--- config.mk ---
export PLATFORM = sky130hd
export DESIGN_NAME = cam_ctrl
export DESIGN_NICKNAME = d
export VERILOG_FILES = /design/src/rtl/cam_pkg.sv /design/src/rtl/cam_prio_enc.sv /design/src/rtl/cam_ctrl.sv
export SDC_FILE = /design/constraint.sdc
export NUM_CORES = 1
export LEC_CHECK = 0
export ABC_AREA = 1
export CAP_MARGIN = 20
export CORE_UTILIZATION = 36
export DETAILED_ROUTE_END_ITERATION = 12
export PLACE_DENSITY = 0.77
export SYNTH_ARGS = -nofsm -noshare
export SYNTH_HDL_FRONTEND = slang
export SYNTH_SLANG_ARGS = --single-unit
--- constraint.sdc ---
create_clock -name clk -period 1.18 [get_ports clk]
set_input_delay 0.118 -clock clk [delete_from_list [all_inputs] [get_ports clk]]
set_output_delay 0.118 -clock clk [all_outputs]
set_load 0.1 [all_outputs]
--- src/rtl/cam_pkg.sv ---
// Shared types for the CAM control stage.
package cam_pkg;

  typedef enum logic [2:0] {
    IDLE  = 3'd0,
    WRITE = 3'd1,
    CMP   = 3'd2,
    EVAL  = 3'd3,
    RESP  = 3'd4
  } cam_state_e;

endpackage

--- src/rtl/cam_prio_enc.sv ---
// Lowest-set-bit priority encoder with an any-bit-set flag.
module cam_prio_enc #(
  parameter  int unsigned DEPTH = 8,
  localparam int unsigned IDX_W = $clog2(DEPTH)
) (
  input  logic [DEPTH-1:0] vec,
  output logic [IDX_W-1:0] idx,
  output logic             found
);

  // Scan from the top so the lowest set bit is the last one to win.
  always_comb begin
    idx   = '0;
    found = 1'b0;
    for (int i = DEPTH - 1; i >= 0; i--) begin
      if (vec[i]) begin
        idx   = IDX_W'(i);
        found = 1'b1;
      end
    end
  end

endmodule

--- src/rtl/cam_ctrl.sv ---
// CAM control stage: write victim selection, search sequencing and hit/index response.
// Build option CAM_DUP_CHECK_EN routes writes through a compare so duplicates overwrite in place.
module cam_ctrl
  import cam_pkg::*;
#(
  parameter  int unsigned WIDTH = 32,
  parameter  int unsigned DEPTH = 8,
  localparam int unsigned IDX_W = $clog2(DEPTH)
) (
  input  logic             clk,
  input  logic             reset,
  input  logic             wr_valid_i,
  output logic             wr_ready_o,
  input  logic [WIDTH-1:0] wr_data_i,
  input  logic             srch_valid_i,
  output logic             srch_ready_o,
  input  logic [WIDTH-1:0] srch_key_i,
  output logic             rsp_valid_o,
  input  logic             rsp_ready_i,
  output logic             rsp_hit_o,
  output logic [IDX_W-1:0] rsp_idx_o,
  output logic [WIDTH-1:0] row_data_o,
  output logic [DEPTH-1:0] row_we_o,
  output logic             row_cmp_en_o,
  output logic [WIDTH-1:0] row_cmp_o,
  input  logic [DEPTH-1:0] row_match_i,
  input  logic [DEPTH-1:0] row_valid_i,
  output logic             full_o
);

  cam_state_e       state;
  logic [IDX_W-1:0] rr_ptr;

  logic [DEPTH-1:0] free_vec;
  logic [DEPTH-1:0] qual_vec;
  logic [IDX_W-1:0] free_idx;
  logic             free_found;
  logic [IDX_W-1:0] hit_idx;
  logic             hit_found;
  logic [IDX_W-1:0] victim;
  logic             replace_valid;

`ifdef CAM_DUP_CHECK_EN
  logic             op_wr;
`endif

  assign free_vec = ~row_valid_i;
  assign qual_vec = row_match_i & row_valid_i;
  assign full_o   = &row_valid_i;

  assign wr_ready_o   = (state == IDLE);
  assign srch_ready_o = (state == IDLE) && !wr_valid_i;

  cam_prio_enc #(.DEPTH(DEPTH)) u_free_enc (
    .vec   (free_vec),
    .idx   (free_idx),
    .found (free_found)
  );

  cam_prio_enc #(.DEPTH(DEPTH)) u_hit_enc (
    .vec   (qual_vec),
    .idx   (hit_idx),
    .found (hit_found)
  );

  // Prefer an empty row; once full, replace round-robin.
  always_comb begin
    victim        = rr_ptr;
    replace_valid = 1'b1;
    if (free_found) begin
      victim        = free_idx;
      replace_valid = 1'b0;
    end
  end

  always_ff @(posedge clk) begin
    if (reset) begin
      state        <= IDLE;
      rr_ptr       <= '0;
      rsp_valid_o  <= 1'b0;
      rsp_hit_o    <= 1'b0;
      rsp_idx_o    <= '0;
      row_data_o   <= '0;
      row_we_o     <= '0;
      row_cmp_en_o <= 1'b0;
      row_cmp_o    <= '0;
`ifdef CAM_DUP_CHECK_EN
      op_wr        <= 1'b0;
`endif
    end else begin
      case (state)
        IDLE: begin
          if (wr_valid_i) begin
            row_data_o <= wr_data_i;
`ifdef CAM_DUP_CHECK_EN
            row_cmp_o    <= wr_data_i;
            row_cmp_en_o <= 1'b1;
            op_wr        <= 1'b1;
            state        <= CMP;
`else
            row_we_o <= DEPTH'(1) << victim;
            if (replace_valid) begin
              rr_ptr <= rr_ptr + IDX_W'(1);
            end
            state <= WRITE;
`endif
          end else if (srch_valid_i) begin
            row_cmp_o    <= srch_key_i;
            row_cmp_en_o <= 1'b1;
`ifdef CAM_DUP_CHECK_EN
            op_wr        <= 1'b0;
`endif
            state        <= CMP;
          end
        end

        WRITE: begin
          row_we_o <= '0;
          state    <= IDLE;
        end

        CMP: begin
          state <= EVAL;
        end

        EVAL: begin
          row_cmp_en_o <= 1'b0;
`ifdef CAM_DUP_CHECK_EN
          if (op_wr) begin
            // An existing copy is overwritten in place and does not advance the pointer.
            if (hit_found) begin
              row_we_o <= DEPTH'(1) << hit_idx;
            end else begin
              row_we_o <= DEPTH'(1) << victim;
              if (replace_valid) begin
                rr_ptr <= rr_ptr + IDX_W'(1);
              end
            end
            state <= WRITE;
          end else begin
            rsp_hit_o   <= hit_found;
            rsp_idx_o   <= hit_idx;
            rsp_valid_o <= 1'b1;
            state       <= RESP;
          end
`else
          rsp_hit_o   <= hit_found;
          rsp_idx_o   <= hit_idx;
          rsp_valid_o <= 1'b1;
          state       <= RESP;
`endif
        end

        RESP: begin
          if (rsp_ready_i) begin
            rsp_valid_o <= 1'b0;
            state       <= IDLE;
          end
        end

        default: begin
          state <= IDLE;
        end
      endcase
    end
  end

endmodule

Word level (Yosys, flattened, before mapping)
Cells that the tools add are included.

storage, ports and cells
  bits in registers = 84
  output and inout port bits = 81

operators by class
  equal/unequal tests = 9
  mux-type cells = 44
  reduce and logical (&&, ||, !) cells = 14
  $add $sub $neg = 1
  bitwise operators = 4
  shift-type cells = 1

operator list
  cell                                                                    count
  3-bit 2-to-1 mux                                                        20
  1-bit 2-to-1 mux                                                        19
  8-bit one-hot mux with 2 select lines                                   1
  3-bit one-hot mux with 4 select lines                                   1
  3-bit AND reduction                                                     3
  8-bit bitwise AND                                                       1
  8-bit 2-to-1 mux                                                        1
  8-bit inverter                                                          1
  2-bit AND reduction                                                     4
  8-bit AND reduction                                                     1
  1-bit by 3-bit << shifter with 8-bit output (first input constant)      1
  3-bit by 2-bit equality test with 1-bit output (second input constant)  2
  2-bit != test (second input constant)                                   3
  2-bit nonzero test                                                      3
  1-bit one-hot mux with 2 select lines                                   2
  3-bit by 1-bit adder with 3-bit output (second input constant)          1
  3-bit by 1-bit equality test with 1-bit output (second input constant)  1
  3-bit equality test (second input constant)                             1
  3-bit zero test                                                         1
  3-bit by 2-bit != test with 1-bit output (second input constant)        1
  2-bit by 1-bit != test with 1-bit output (second input constant)        1
  1-bit inverter                                                          2
  1-bit logical AND                                                       1
  1-bit zero test                                                         1

Logic depth before layout (Yosys ltp)
  word-level depth = 13
  gate-level depth with buffers = 11
  gate-level depth less buffers = 11

Cells and area by module
Synthesis repeated with hierarchy kept, for this count alone.

second synthesis, totals
  cell total of the unflattened synthesis = 490
  area, all modules = 3766.1 um^2

modules (own cells, without submodules)
  module        times used  cells each  sequential area each (um^2)  area an instance (um^2)
  cam_ctrl      1           446         1681.6                       3568.4
  cam_prio_enc  2           22          0.0                          98.8

Worst setup path after synthesis
OpenSTA, ideal clock, no wires.

  kind = register to register
  start = register state[0]
  end = register row_cmp_o[23]
  data arrival time = 2136 ps
  required time = 1110 ps
  clock period less this slack = 2206 ps
  path buffers = 1
  stages on the path, launching flop included = 7
  setup slack = -1026 ps
  library setup time = 70 ps
  cells stage by stage = dfxtp_1 > nor3_4 > inv_2 > nor2_4 > buf_4 > nand3_1 > a21oi_1

on the way
  longest elaborated chain between the ends = 2

ends and longest elaborated chain
  item                           line             text
  start, declared                cam_ctrl.sv:31   cam_state_e state;
  start signal, assigned         cam_ctrl.sv:78   state <= IDLE;
  start signal, assigned         cam_ctrl.sv:105  state <= WRITE;
  start signal, assigned         cam_ctrl.sv:113  state <= CMP;
  3-bit zero test                -
  via wr_ready_o                 cam_ctrl.sv:13   output logic wr_ready_o,
  3-bit AND reduction (no line)  -
  end signal, assigned           cam_ctrl.sv:108  row_cmp_o <= srch_key_i;
  end, declared                  cam_ctrl.sv:25   output logic [WIDTH-1:0] row_cmp_o,

The timed path passes the listed nets, and every way through them passes these cells.
A chain may end at the register's enable or synchronous reset.

Worst setup path in the final report
  start = register state[2]
  end = register row_cmp_o[18]

on the way
  longest elaborated chain between the ends = 2

ends and longest elaborated chain
  item                           line            text
  3-bit zero test                cam_ctrl.sv:91  case (state)
  3-bit AND reduction (no line)  -

Every way passes these cells.

==> qor.yml <==
sta:
  fin_skew_ns: 0.0171
  period_minus_slack_ns: 1.61
  slew-limit-headroom_pct: 24.5
  post-route-period-util_pct: 136
  maxSlewViolCount: 0
  rsz0062_at_grt: "true"
  whs_ns: 0.0941
  finalWorstSetupSlack_ns: -0.426
  fin_setup_tns_ns: -24.96
  finalHoldViolCount: 0
  setup_violations: 83
  fmax_mhz: 623
  tightest_slew_ns: 1.13
clock_network:
  worstSkewPairLatency_ns: 0.37
  cts_tree: "built"
  clkSlewWorstSetupHoldPaths_ns: 0.10
  cts_max_level: 3
  cts-root-buf: "clkbuf_8"
  clock-sinks: 84
  numCtsBuffers: 9
  cts_hold_buf: 0
  cts_max_path_buffers: 2
detailed_routing:
  dr_wl_met3_um: 980
  detail-route-antenna-nets: 0
  drc: 0
  vias_per_cell: 5.28
  dr.pass1.iters: 6
  wl_met1_mm: 5.38
  wl_per_cell_um: 19.6
  drt_iter0_markers: 164
  vias: 3932
  dr_wl_met2_mm: 7.73
  routed_wl_mm: 14.6
  highest_layer: "met4"
global_routing:
  grt_overflow_total: 0
  track_usage_pct: 24.6
  grt_start_max_net_pins: 30
  grt_pass1_wl_mm: 18.3
  antenna_found_initial: 0
  grt_pass1_vias: 3725
layout:
  antennaDiodeCount: 0
  finalInstanceArea_um2: 7200
  drive_gt1_share_pct: 43.1
  fill_cells: 425
  nets: 717
  utilization_pct: 82.6
  syn_to_final_growth_pct: 122
setup_path:
  worstRegToRegCells: 8
  crit_fanout: 6
  cp-endpoint: "row_cmp_o[18]"
  critPathLaunch: "state[2]"
  required_ns: 1.46
  r2r_setup_slack_ns: -0.43
  crit_type: "flip-flop to flip-flop"
  crit_arrival_ns: 1.89
  rr_startpoint: "state[2]"
  worst_setup_path_end_kind: "flip-flop"
  startpoint_type: "flip-flop"
  r2r-end: "row_cmp_o[18]"
placement:
  place_area_um2: 6070
  io_buffers: 165
  gp_congestion: 0.875
  place.detailed.hpwl_mm: 7.70
die:
  row_count: 34
  die_area_um2: 9400
  core-area_um2: 8720
  fp.dieH_um: 97.0
  ioPinCount: 166
  die_x_um: 97.0
  start_util_pct: 37.2
logic_synthesis:
  yosysSeqAreaShare_pct: 51.8
  synth_edf_count: 0
  netlist_area_um2: 3250
  synthArstFlopShare_pct: 0
  yosysTopAreaCell: "dfxtp_1"
  ys.flop_type: "dfxtp_1"
  syn_avg_cell_area_um2: 7.69
  ys_warn_count: 0
  ys_top_cells_by_count: "142 x nand2_1, 84 x dfxtp_1, 80 x a21oi_1, 43 x nand3_1, 16 x clkbuf_1"
  ys_ff_latch: 84
  syn_nets: 508
  netlist_instances: 422
  synth_most_common_cell: "nand2_1"
  netlist.area_leader.share_pct: 51.8
  synth_area_leaders: "dfxtp_1 52%, nand2_1 16%, a21oi_1 12%"
  yosysUniqueCellTypes: 26
power_and_ir_drop:
  leakage_uw: 0.00275
  powerDensity_nw_per_um2: 1330
  peakVddDrop_mv: 1.09
job:
  max-cap-violations: 0
outcome:
  violations: "negative setup slack"
  status: "finished with violations"
hold_path:
  min_path_type: "input port to flip-flop"
## per-stage QoR
step | power (uW) | setup slack [ns] | instances
2_1_floorplan | 5080 | -0.880 | 422
5_1_grt | 9840 | -0.510 | 744
4_1_cts | 9140 | -0.313 | 736
3_5_place_dp | 6450 | -0.473 | 702
3_3_place_gp | 6400 | -0.361 | 702
6_report | 9560 | -0.426 | 744
## cell type report
type	instances	area [um2]	area share, %
inverters	17	75.1	1.04
well taps	108	135	1.88
clock inverters	7	105	1.46
flip-flops and latches	84	1690	23.5
clock buffers	9	124	1.72
multi-input cells	300	2010	27.9
repair buffers	219	3060	42.5
## sequential cells by signal, indices dropped and copies added, names as in the netlist
register,count
rsp_idx_o,3
row_cmp_en_o,1
state,3
row_data_o,32
rsp_hit_o,1
rsp_valid_o,1
row_we_o,8
rr_ptr,3
row_cmp_o,32
## repair_timing
action	CTS	global route
endpoints found under the setup margin	85	84
pin swaps	11	34
gates cloned	5	4
resized for setup	66	92
buffers inserted	13	5
## per-layer routing
metal / global-route usage [%] / up-vias
met5: 0 / -
met4: 11.9 / 0
met3: 7.37 / 43
met2: 44.3 / 174
met1: 25.9 / 1886
li1: - / 1829
## where the power goes
group	switching, uW	internal, uW	total [uW]
sequential	225	3020	3240
combinational	2310	1570	3880
clock	1220	1230	2440
## layout by cell type (no fill, tap or decap), drive strengths merged, types with 2 or more instances in the layout
cell / count
a21oi: 81
a31oi: 3
buf: 132
bufbuf: 2
bufinv: 2
clkbuf: 11
clkdlybuf4s50: 74
clkinvlp: 2
dfxtp: 84
dlygate4sd2: 8
inv: 19
nand2: 148
nand3: 43
nand4: 6
nor2: 8
nor3: 2
o21ai: 2
o31ai: 2
## worst max-delay path, cell delays in order, from the launching register on
cell       delay, ns
dfxtp_2         0.36
nor3_4          0.21
inv_2           0.08
nor2_4          0.16
buf_8           0.16
buf_12          0.14
clkbuf_16       0.15
nand3_2         0.06
a21oi_1         0.19
## how the worst min path moves through the flow
stage | cells after the start | endpoint | from | slack [ns]
6_report | 2 | rsp_idx_o[1] | reset | 0.09
5_1_grt | 2 | row_cmp_en_o | reset | 0.11
4_1_cts | 2 | rsp_idx_o[0] | reset | 0.07
3_5_place_dp | 2 | rsp_idx_o[0] | reset | 0.46
3_3_place_gp | 2 | rsp_idx_o[0] | reset | 0.45
2_1_floorplan | 2 | row_data_o[26] | wr_data_i[26] | 0.26
## kinds of logic (layout without fill, tap and decap cells)
| family | Yosys count | count (layout) | synth area share, % |
|---|---|---|---|
| simple gates | 203 | 207 | 26.4 |
| fa+ha+maj | 1 | 1 | 0.385 |
| flops | 84 | 84 | 51.8 |
| buf+inv | 42 | 252 | 5.86 |
| compound gates | 92 | 92 | 15.5 |
No activity file was read; power rests on OpenSTA's default activity.
